`config.mk`:
```
export PLATFORM = sky130hd
export DESIGN_NAME = alu_arbiter
export DESIGN_NICKNAME = d
export VERILOG_FILES = /design/src/rtl/alu_arbiter.sv
export SDC_FILE = /design/constraint.sdc
export NUM_CORES = 1
export LEC_CHECK = 0
export BUFFER_PORTS_ARGS = -buffer_cell sky130_fd_sc_hd__buf_2
export CELL_PAD_IN_SITES_DETAIL_PLACEMENT = 1
export CELL_PAD_IN_SITES_GLOBAL_PLACEMENT = 2
export CORE_MARGIN = 2
export CORE_UTILIZATION = 25
export DETAILED_ROUTE_END_ITERATION = 7
export PLACE_DENSITY = 0.82
export SYNTH_ARGS = -nofsm -noshare
export SYNTH_HDL_FRONTEND = slang
export SYNTH_SLANG_ARGS = --single-unit
```
`constraint.sdc`:
```
create_clock -name clk -period 1.99 [get_ports clk]
set_clock_uncertainty 0.05 [all_clocks]
set_input_delay 0.199 -clock clk [delete_from_list [all_inputs] [get_ports clk]]
set_output_delay 0.199 -clock clk [all_outputs]
set_load 0.02 [all_outputs]
```
`src/rtl/alu_arbiter.sv`:
```
// Round-robin arbiter sharing one combinational ALU between two requesters.
// Operands are registered on accept; the result is held until the owner consumes it.
module alu_arbiter #(
  parameter int WIDTH      = 32,
  parameter int PRIO_RESET = 0
) (
  input  logic             clk,
  input  logic             reset_n,
  input  logic             req0_valid,
  output logic             req0_ready,
  input  logic [WIDTH-1:0] req0_a,
  input  logic [WIDTH-1:0] req0_b,
  input  logic [2:0]       req0_cont,
  input  logic             req1_valid,
  output logic             req1_ready,
  input  logic [WIDTH-1:0] req1_a,
  input  logic [WIDTH-1:0] req1_b,
  input  logic [2:0]       req1_cont,
  output logic             rsp0_valid,
  input  logic             rsp0_ready,
  output logic             rsp1_valid,
  input  logic             rsp1_ready,
  output logic [WIDTH-1:0] rsp_result,
  output logic             rsp_zero,
  output logic             rsp_bge,
  output logic [WIDTH-1:0] alu_a,
  output logic [WIDTH-1:0] alu_b,
  output logic [2:0]       alu_cont,
  input  logic [WIDTH-1:0] alu_result,
  input  logic             alu_zero,
  input  logic             alu_bge,
  output logic             busy
);

  localparam logic [1:0] IDLE = 2'd0;
  localparam logic [1:0] EXEC = 2'd1;
  localparam logic [1:0] RESP = 2'd2;

  localparam logic PRIO_INIT = (PRIO_RESET != 0);

  logic [1:0]       state;
  logic             prio;
  logic             owner;
  logic [WIDTH-1:0] a_q;
  logic [WIDTH-1:0] b_q;
  logic [2:0]       cont_q;
  logic [WIDTH-1:0] res_q;
  logic             zero_q;
  logic             bge_q;

  logic idle;
  logic g0;
  logic g1;
  logic own_rdy;

  assign idle = (state == IDLE);

  // prio only matters when both are valid
  assign g0 = req0_valid & (~req1_valid | ~prio);
  assign g1 = req1_valid & (~req0_valid | prio);

  // reset_n gate keeps ready low while reset is held
  assign req0_ready = reset_n & idle & g0;
  assign req1_ready = reset_n & idle & g1;

  assign own_rdy = owner ? rsp1_ready : rsp0_ready;

  always_ff @(posedge clk or negedge reset_n) begin
    if (!reset_n) begin
      state  <= IDLE;
      prio   <= PRIO_INIT;
      owner  <= 1'b0;
      a_q    <= '0;
      b_q    <= '0;
      cont_q <= 3'b000;
      res_q  <= '0;
      zero_q <= 1'b0;
      bge_q  <= 1'b0;
    end else begin
      unique case (state)
        IDLE: begin
          if (g0 | g1) begin
            state  <= EXEC;
            owner  <= g1;
            prio   <= ~g1;
            a_q    <= g1 ? req1_a : req0_a;
            b_q    <= g1 ? req1_b : req0_b;
            cont_q <= g1 ? req1_cont : req0_cont;
          end
        end
        EXEC: begin
          res_q  <= alu_result;
          zero_q <= alu_zero;
          bge_q  <= alu_bge;
          state  <= RESP;
        end
        RESP: begin
          if (own_rdy)
            state <= IDLE;
        end
        default: state <= IDLE;
      endcase
    end
  end

  assign alu_a      = a_q;
  assign alu_b      = b_q;
  assign alu_cont   = cont_q;
  assign rsp_result = res_q;
  assign rsp_zero   = zero_q;
  assign rsp_bge    = bge_q;
  assign rsp0_valid = (state == RESP) & ~owner;
  assign rsp1_valid = (state == RESP) & owner;
  assign busy       = ~idle;

endmodule

```
# Word level (Yosys, flattened, before mapping)
# Cells that the tools add are included.
# W data, S select, Z words.
[classes]
n_eq_ne = 4
n_mux = 7
bitwise = 16
n_reduce_logical = 3
[ops]
columns = ["operator", "count"]
rows = [
  ["$mux W32", 2],
  ["$and A1 B1 Y1", 7],
  ["$not A1 Y1", 6],
  ["$pmux W2 S3", 1],
  ["$mux W2", 2],
  ["$reduce_and A2 Y1", 2],
  ["$mux W3", 1],
  ["$or A1 B1 Y1", 3],
  ["$eq A2 B1 Y1 const B", 1],
  ["$eq A2 B2 Y1 const B", 1],
  ["$logic_not A2 Y1", 1],
  ["$ne A2 B1 Y1 const B", 1],
  ["$ne A2 B2 Y1 const B", 1],
  ["$mux W1", 1],
]
[totals]
register_bits = 105
in_bits = 174

# Logic depth before layout (Yosys ltp)
# Gate-level depths: netlist of the first run.
[depth]
word_depth = 6
ltp_mapped = 8
mapped_depth_nobuf = 4

# Worst setup path before layout of the first run
# No wires, ideal clock.
[synth_timing]
path_kind = "register to output"
startpoint = "register state[0]"
endpoint = "output req1_ready"
arrival_time_ns = 1.534
required_time_ns = 1.741
setup_slack_ns = 0.207
stages_incl_launch_ff = 5
cell_sequence = "dfrtp_1 nor2_1 clkbuf_1 nand2_1 nor3_1"
[synth_between]
elab_chain_cells = 3
[synth_lines]
columns = ["item", "line_no", "text"]
rows = [
  ["from (decl)", "41", "logic [1:0] state;"],
  ["from (signal assigned)", "70", "state <= IDLE;"],
  ["from (signal assigned)", "83", "state <= EXEC;"],
  ["from (signal assigned)", "95", "state <= RESP;"],
  ["$logic_not A2 Y1", "56", "assign idle = (state == IDLE);"],
  ["$and A1 B1 Y1 (2 in series)", "64", "assign req1_ready = reset_n & idle & g1;"],
  ["to (decl)", "15", "output logic req1_ready,"],
]
# Every way passes these cells.

# Worst setup path after layout of the first run
[layout_timing]
startpoint = "register state[1]"
endpoint = "output req1_ready"
# Same word-level chain as after synthesis.

==> out/metrics.yaml, run 1 <==
grt_setup_unrepaired: "false"
slowest_stage: "dfrtp_1"
drc: 0
ys.flop_type: "dfrtp_1"
dp_slack_ps: 416
cp_slowest_stage_delay_ps: 420
yosys_warnings: 0
netlist.area_leader.share_pct: 53.2
synthMuxAreaShare_pct: 7.98
worst_pin_slew_ps: 559
worstSetupStartpointType: "register"
arrival_ps: 1520
outcome: "finished clean"
antenna_found_initial: 0
setup_tns_ps: 0
relSlewSlack_pct: 62.8
worstPathCellList: "nor2_4 > buf_12 > nand2_1 > nor3_1 > buf_2"
routedWlPerCell_um: 18.7
syn_inst: 486
numCtsBuffers: 9
synth_nets: 660
synthDistinctLibCells: 23
setup_viol: 0
vias: 4954
powerDensity_mw_per_mm2: 1670
ys_seq_area_share_pct: 53.2
die_h_um: 145
syn_area_per_cell_um2: 10.2
clkSlewWorstSetupHoldPaths_ps: 90
die_x_um: 145
first_pass_iters: 4
p_leak_nw: 3.15
post_cts_resized: 0
gp_congestion: 0.760
final_cell_mix: "buf_2 (278), dfrtp_1 (105), a21oi_1 (68)"
min_period_over_period_pct: 88.9
path_max_fanout: 18
synth_fa_ha_area_share_pct: 0
finalWirelength_um: 18900
hold_class: "in -> reg"
synthArstFlopShare_pct: 100
clock-sinks: 105
ir_drop_mv: 0.436
total_power_mw: 11.8
drv_slew: 0
initial_utilization_pct: 25.4
grt_pass1_wl_um: 27800
ys_ff_latch: 105
synth.area.top_cells: "dfrtp_1 (53%), mux2_2 (8.0%), a21oi_1 (6.9%)"
fin_area_mm2: 0.00703
insertion_delay_ps: 350
endpoint_kind: "primary output"
grt-ovfl-total: 0
yosys.area_share.xor_xnor_pct: 0
area_growth_pct: 42.4
min_period_ps: 1770
synth_top_family_by_area: "compound AO/OA/AOI/OAI gates"
netlist_area_mm2: 0.00494
cts-root-buf: "clkbuf_16"
fmaxAchievable_mhz: 565
numPortBuffers: 279
fp.coreArea_mm2: 0.0194
yosys.area_share.simple_pct: 8.24
grt_max_degree: 102
worst_slack_ps: 221
postRouteAntennaNets: 0
grtUsageTotal_pct: 17.0
dpl.hpwl_um: 12200
cts_tree: "built"
dpl_cell_area_mm2: 0.00659
viasPerCell: 4.89
mostFrequentLayoutCell: "buf_2"
cp.required_ps: 1740
die-area_mm2: 0.0209
clk_path_buf_depth: 2
drv_cap: 0
synth_compound_area_share_pct: 25.1
drive_gt1_share_pct: 49.9
synth_edf_count: 0
yosysTopAreaCell: "dfrtp_1"
drt_iter0_markers: 115
nNetsFinal: 917
row_count: 51
grt_pass1_vias: 5181
h-tree-depth: 3
critPathKind: "reg -> out"
hold_violations: 0
pin_count: 280
-- Yosys cell counts (10+ instances only) --
master,n
a31oi_1,48
clkbuf_1,37
mux2_2,35
nand3_1,67
o21ai_0,60
a21oi_1,68
a31oi_2,20
dfrtp_1,105
o21ai_1,10
buf_2,14
-- report_power, final --
group	internal [mW]	switching [mW]
logic	2.28	3.81
clock network	0.906	0.972
registers	3.23	0.560
-- worst max-delay path, delay by kind of cell, from the launching register on --
family | cells | cell delay (ps)
buffers and inverters | 2 | 380
flip-flops | 1 | 420
AND/OR/NAND/NOR | 3 | 360
-- final timing paths --
| path | startpoint | endpoint | slack [ps] | cells after the start |
|---|---|---|---|---|
| worst min-delay path | alu_result[6] | rsp_result[6]$_DFFE_PN0N_ | 20 | 2 |
| worst max register to register | state[1]$_DFFE_PN0P_ | alu_a[4]$_DFFE_PN0P_ | 280 | 5 |
| worst min register to register | rsp_result[18]$_DFFE_PN0N_ | rsp_result[18]$_DFFE_PN0N_ | 450 | 1 |
| worst max-delay path | state[1]$_DFFE_PN0P_ | req1_ready | 220 | 5 |
| max in group asynchronous | reset_n | alu_a[25]$_DFFE_PN0P_ | 960 | 3 |
| min in group asynchronous | reset_n | state[1]$_DFFE_PN0P_ | 160 | 2 |
-- what timing repair did --
action                                  CTS  global route
setup buffers                             0             1
hold endpoints to repair                 85             0
endpoints found under the setup margin    0             2
hold buffers                              7             0
-- flip-flops by register name, indices dropped and copies added (netlist names) --
register / count
alu_a: 32
alu_b: 32
rsp_result: 32
alu_cont: 3
state: 2
owner: 1
prio: 1
rsp_bge: 1
rsp_zero: 1
-- layer usage --
metal  GRT usage, %  share of wire [%]  vias to the layer above
met1           20.5                 42                     2412
met5              0                  0                        -
met4           5.72                1.8                        0
li1               -                  -                     2317
met3           4.93                8.0                       27
met2           29.0                 48                      198
-- per-stage QoR --
stage	utilization (%)	instances	hold slack, ps
floorplan	-	486	-147
global placement	34.0	987	-15.1
detailed placement	34.0	987	-18.6
CTS	35.9	1010	0.594
global route	36.2	1013	5.96
finish	36.2	1014	16.2
-- cells by family after synthesis --
group,Yosys count
DFF,105
and+or+nand+nor,80
buffers and inverters,60
muxes,35
AOI/OAI and AO/OA,206
-- final cells by class --
cell class / instances / area [um2]
Tap cell: 265 / 332
Timing Repair Buffer: 303 / 1690
Inverter: 3 / 11.3
Sequential cell: 105 / 2630
Multi-Input combinational cell: 321 / 2050
Clock inverter: 7 / 81.3
Clock buffer: 9 / 225
Antenna cell: 1 / 2.50
Fill cell: 2334 / 12400
Power figures use the tool's default switching activity.
==> run 2: changes to the inputs <==
==> config.mk (replaced) <==
export PLATFORM = sky130hd
export DESIGN_NAME = alu_arbiter
export DESIGN_NICKNAME = d
export VERILOG_FILES = /design/src/rtl/alu_arbiter.sv
export SDC_FILE = /design/constraint.sdc
export NUM_CORES = 1
export LEC_CHECK = 0
export CELL_PAD_IN_SITES_DETAIL_PLACEMENT = 1
export CELL_PAD_IN_SITES_GLOBAL_PLACEMENT = 2
export CORE_MARGIN = 2
export CORE_UTILIZATION = 30
export DETAILED_ROUTE_END_ITERATION = 7
export DONT_BUFFER_PORTS = 1
export PLACE_DENSITY = 0.7
export SYNTH_ARGS = -nofsm -noshare
export SYNTH_HDL_FRONTEND = slang
export SYNTH_SLANG_ARGS = --single-unit
==> out/metrics.yaml, run 2 <==
die_x_um: 132
error_line: "[ERROR RSZ-0060] Max buffer count reached."
post_cts_resized: 0
dpl_cell_area_mm2: 0.00513
pin_count: 280
numCtsBuffers: 9
syn_area_per_cell_um2: 10.2
synth_edf_count: 0
die_h_um: 132
netlist.area_leader.share_pct: 53.2
numPortBuffers: 0
yosys_warnings: 0
clk_path_buf_depth: 2
hold_buffers: 136
synth_nets: 660
synthDistinctLibCells: 23
dpl.hpwl_um: 11000
haltStage: "clock tree synthesis"
yosysTopAreaCell: "dfrtp_1"
synth_common_cells: "dfrtp_1 (105), a21oi_1 (68), nand3_1 (67)"
clock-sinks: 105
gp_congestion: 0.751
syn_inst: 486
netlist_area_mm2: 0.00494
postCtsSetupBuffers: 0
synth.area.top_cells: "dfrtp_1 (53%), mux2_2 (8.0%), a21oi_1 (6.9%)"
ys.flop_type: "dfrtp_1"
outcome: "aborted with a tool error"
synthArstFlopShare_pct: 100
initial_utilization_pct: 30.8
ys_ff_latch: 105
row_count: 46
h-tree-depth: 3
cts-root-buf: "clkbuf_16"
ys_seq_area_share_pct: 53.2
synth.most_common_cell: "dfrtp_1"
[run 2: stage by stage]
| stage | instances | utilization, % | setup WS (ps) |
|---|---|---|---|
| after floorplan | 486 | - | 207 |
| after global placement | 659 | 32.1 | 491 |
| after detailed placement | 659 | 32.1 | 421 |
[run 2: kinds of logic after synthesis]
family                 share of synthesized area (%)
buffers and inverters                           5.40
DFF                                             53.2
AOI/OAI and AO/OA                               25.1
and+or+nand+nor                                 8.24
muxes                                           7.98
==> run 3: changes to the inputs <==
==> config.mk (replaced) <==
export PLATFORM = sky130hd
export DESIGN_NAME = alu_arbiter
export DESIGN_NICKNAME = d
export VERILOG_FILES = /design/src/rtl/alu_arbiter.sv
export SDC_FILE = /design/constraint.sdc
export NUM_CORES = 1
export LEC_CHECK = 0
export CORE_MARGIN = 2
export CORE_UTILIZATION = 20
export DETAILED_ROUTE_END_ITERATION = 7
export DONT_BUFFER_PORTS = 1
export PLACE_DENSITY_LB_ADDON = 0.15
export SYNTH_ARGS = -nofsm -noshare
export SYNTH_HDL_FRONTEND = slang
export SYNTH_SLANG_ARGS = --single-unit
==> out/metrics.yaml, run 3 <==
cts-root-buf: "clkbuf_16"
synth.area.top_cells: "dfrtp_1 (53%), mux2_2 (8.0%), a21oi_1 (6.9%)"
synth_nets: 660
yosysTopAreaCell: "dfrtp_1"
yosys_warnings: 0
ys_ff_latch: 105
h-tree-depth: 3
haltStage: "clock tree synthesis"
initial_utilization_pct: 20.4
synth_edf_count: 0
clk_path_buf_depth: 2
clock-sinks: 105
numPlacedInstances: 764
netlist.area_leader.share_pct: 53.2
synthDistinctLibCells: 23
syn_area_per_cell_um2: 10.2
post_cts_resized: 0
outcome: "aborted with a tool error"
ys.flop_type: "dfrtp_1"
numPortBuffers: 0
gp_congestion: 0.746
ys_seq_area_share_pct: 53.2
die_h_um: 161
postCtsSetupBuffers: 0
netlist_area_mm2: 0.00494
hold_buffers: 157
numCtsBuffers: 9
synthArstFlopShare_pct: 100
pin_count: 280
row_count: 57
dpl.hpwl_um: 10700
synth.most_common_cell: "dfrtp_1"
dp_slack_ps: 207
synth_common_cells: "dfrtp_1 (105), a21oi_1 (68), nand3_1 (67)"
syn_inst: 486
die_x_um: 161
error_line: "[ERROR RSZ-0060] Max buffer count reached."
-- run 3: stage by stage --
| stage | hold WS [ps] | area [um2] |
|---|---|---|
| 2_1_floorplan | -147 | 4940 |
| 3_3_place_gp | -144 | 5190 |
| 3_5_place_dp | -144 | 5190 |
-- run 3: logic make-up after synthesis --
family | after synthesis | share of synthesized area [%]
AND/OR/NAND/NOR | 80 | 8.24
flip-flops | 105 | 53.2
buffers and inverters | 60 | 5.40
multiplexers | 35 | 7.98
AO/OA/AOI/OAI | 206 | 25.1
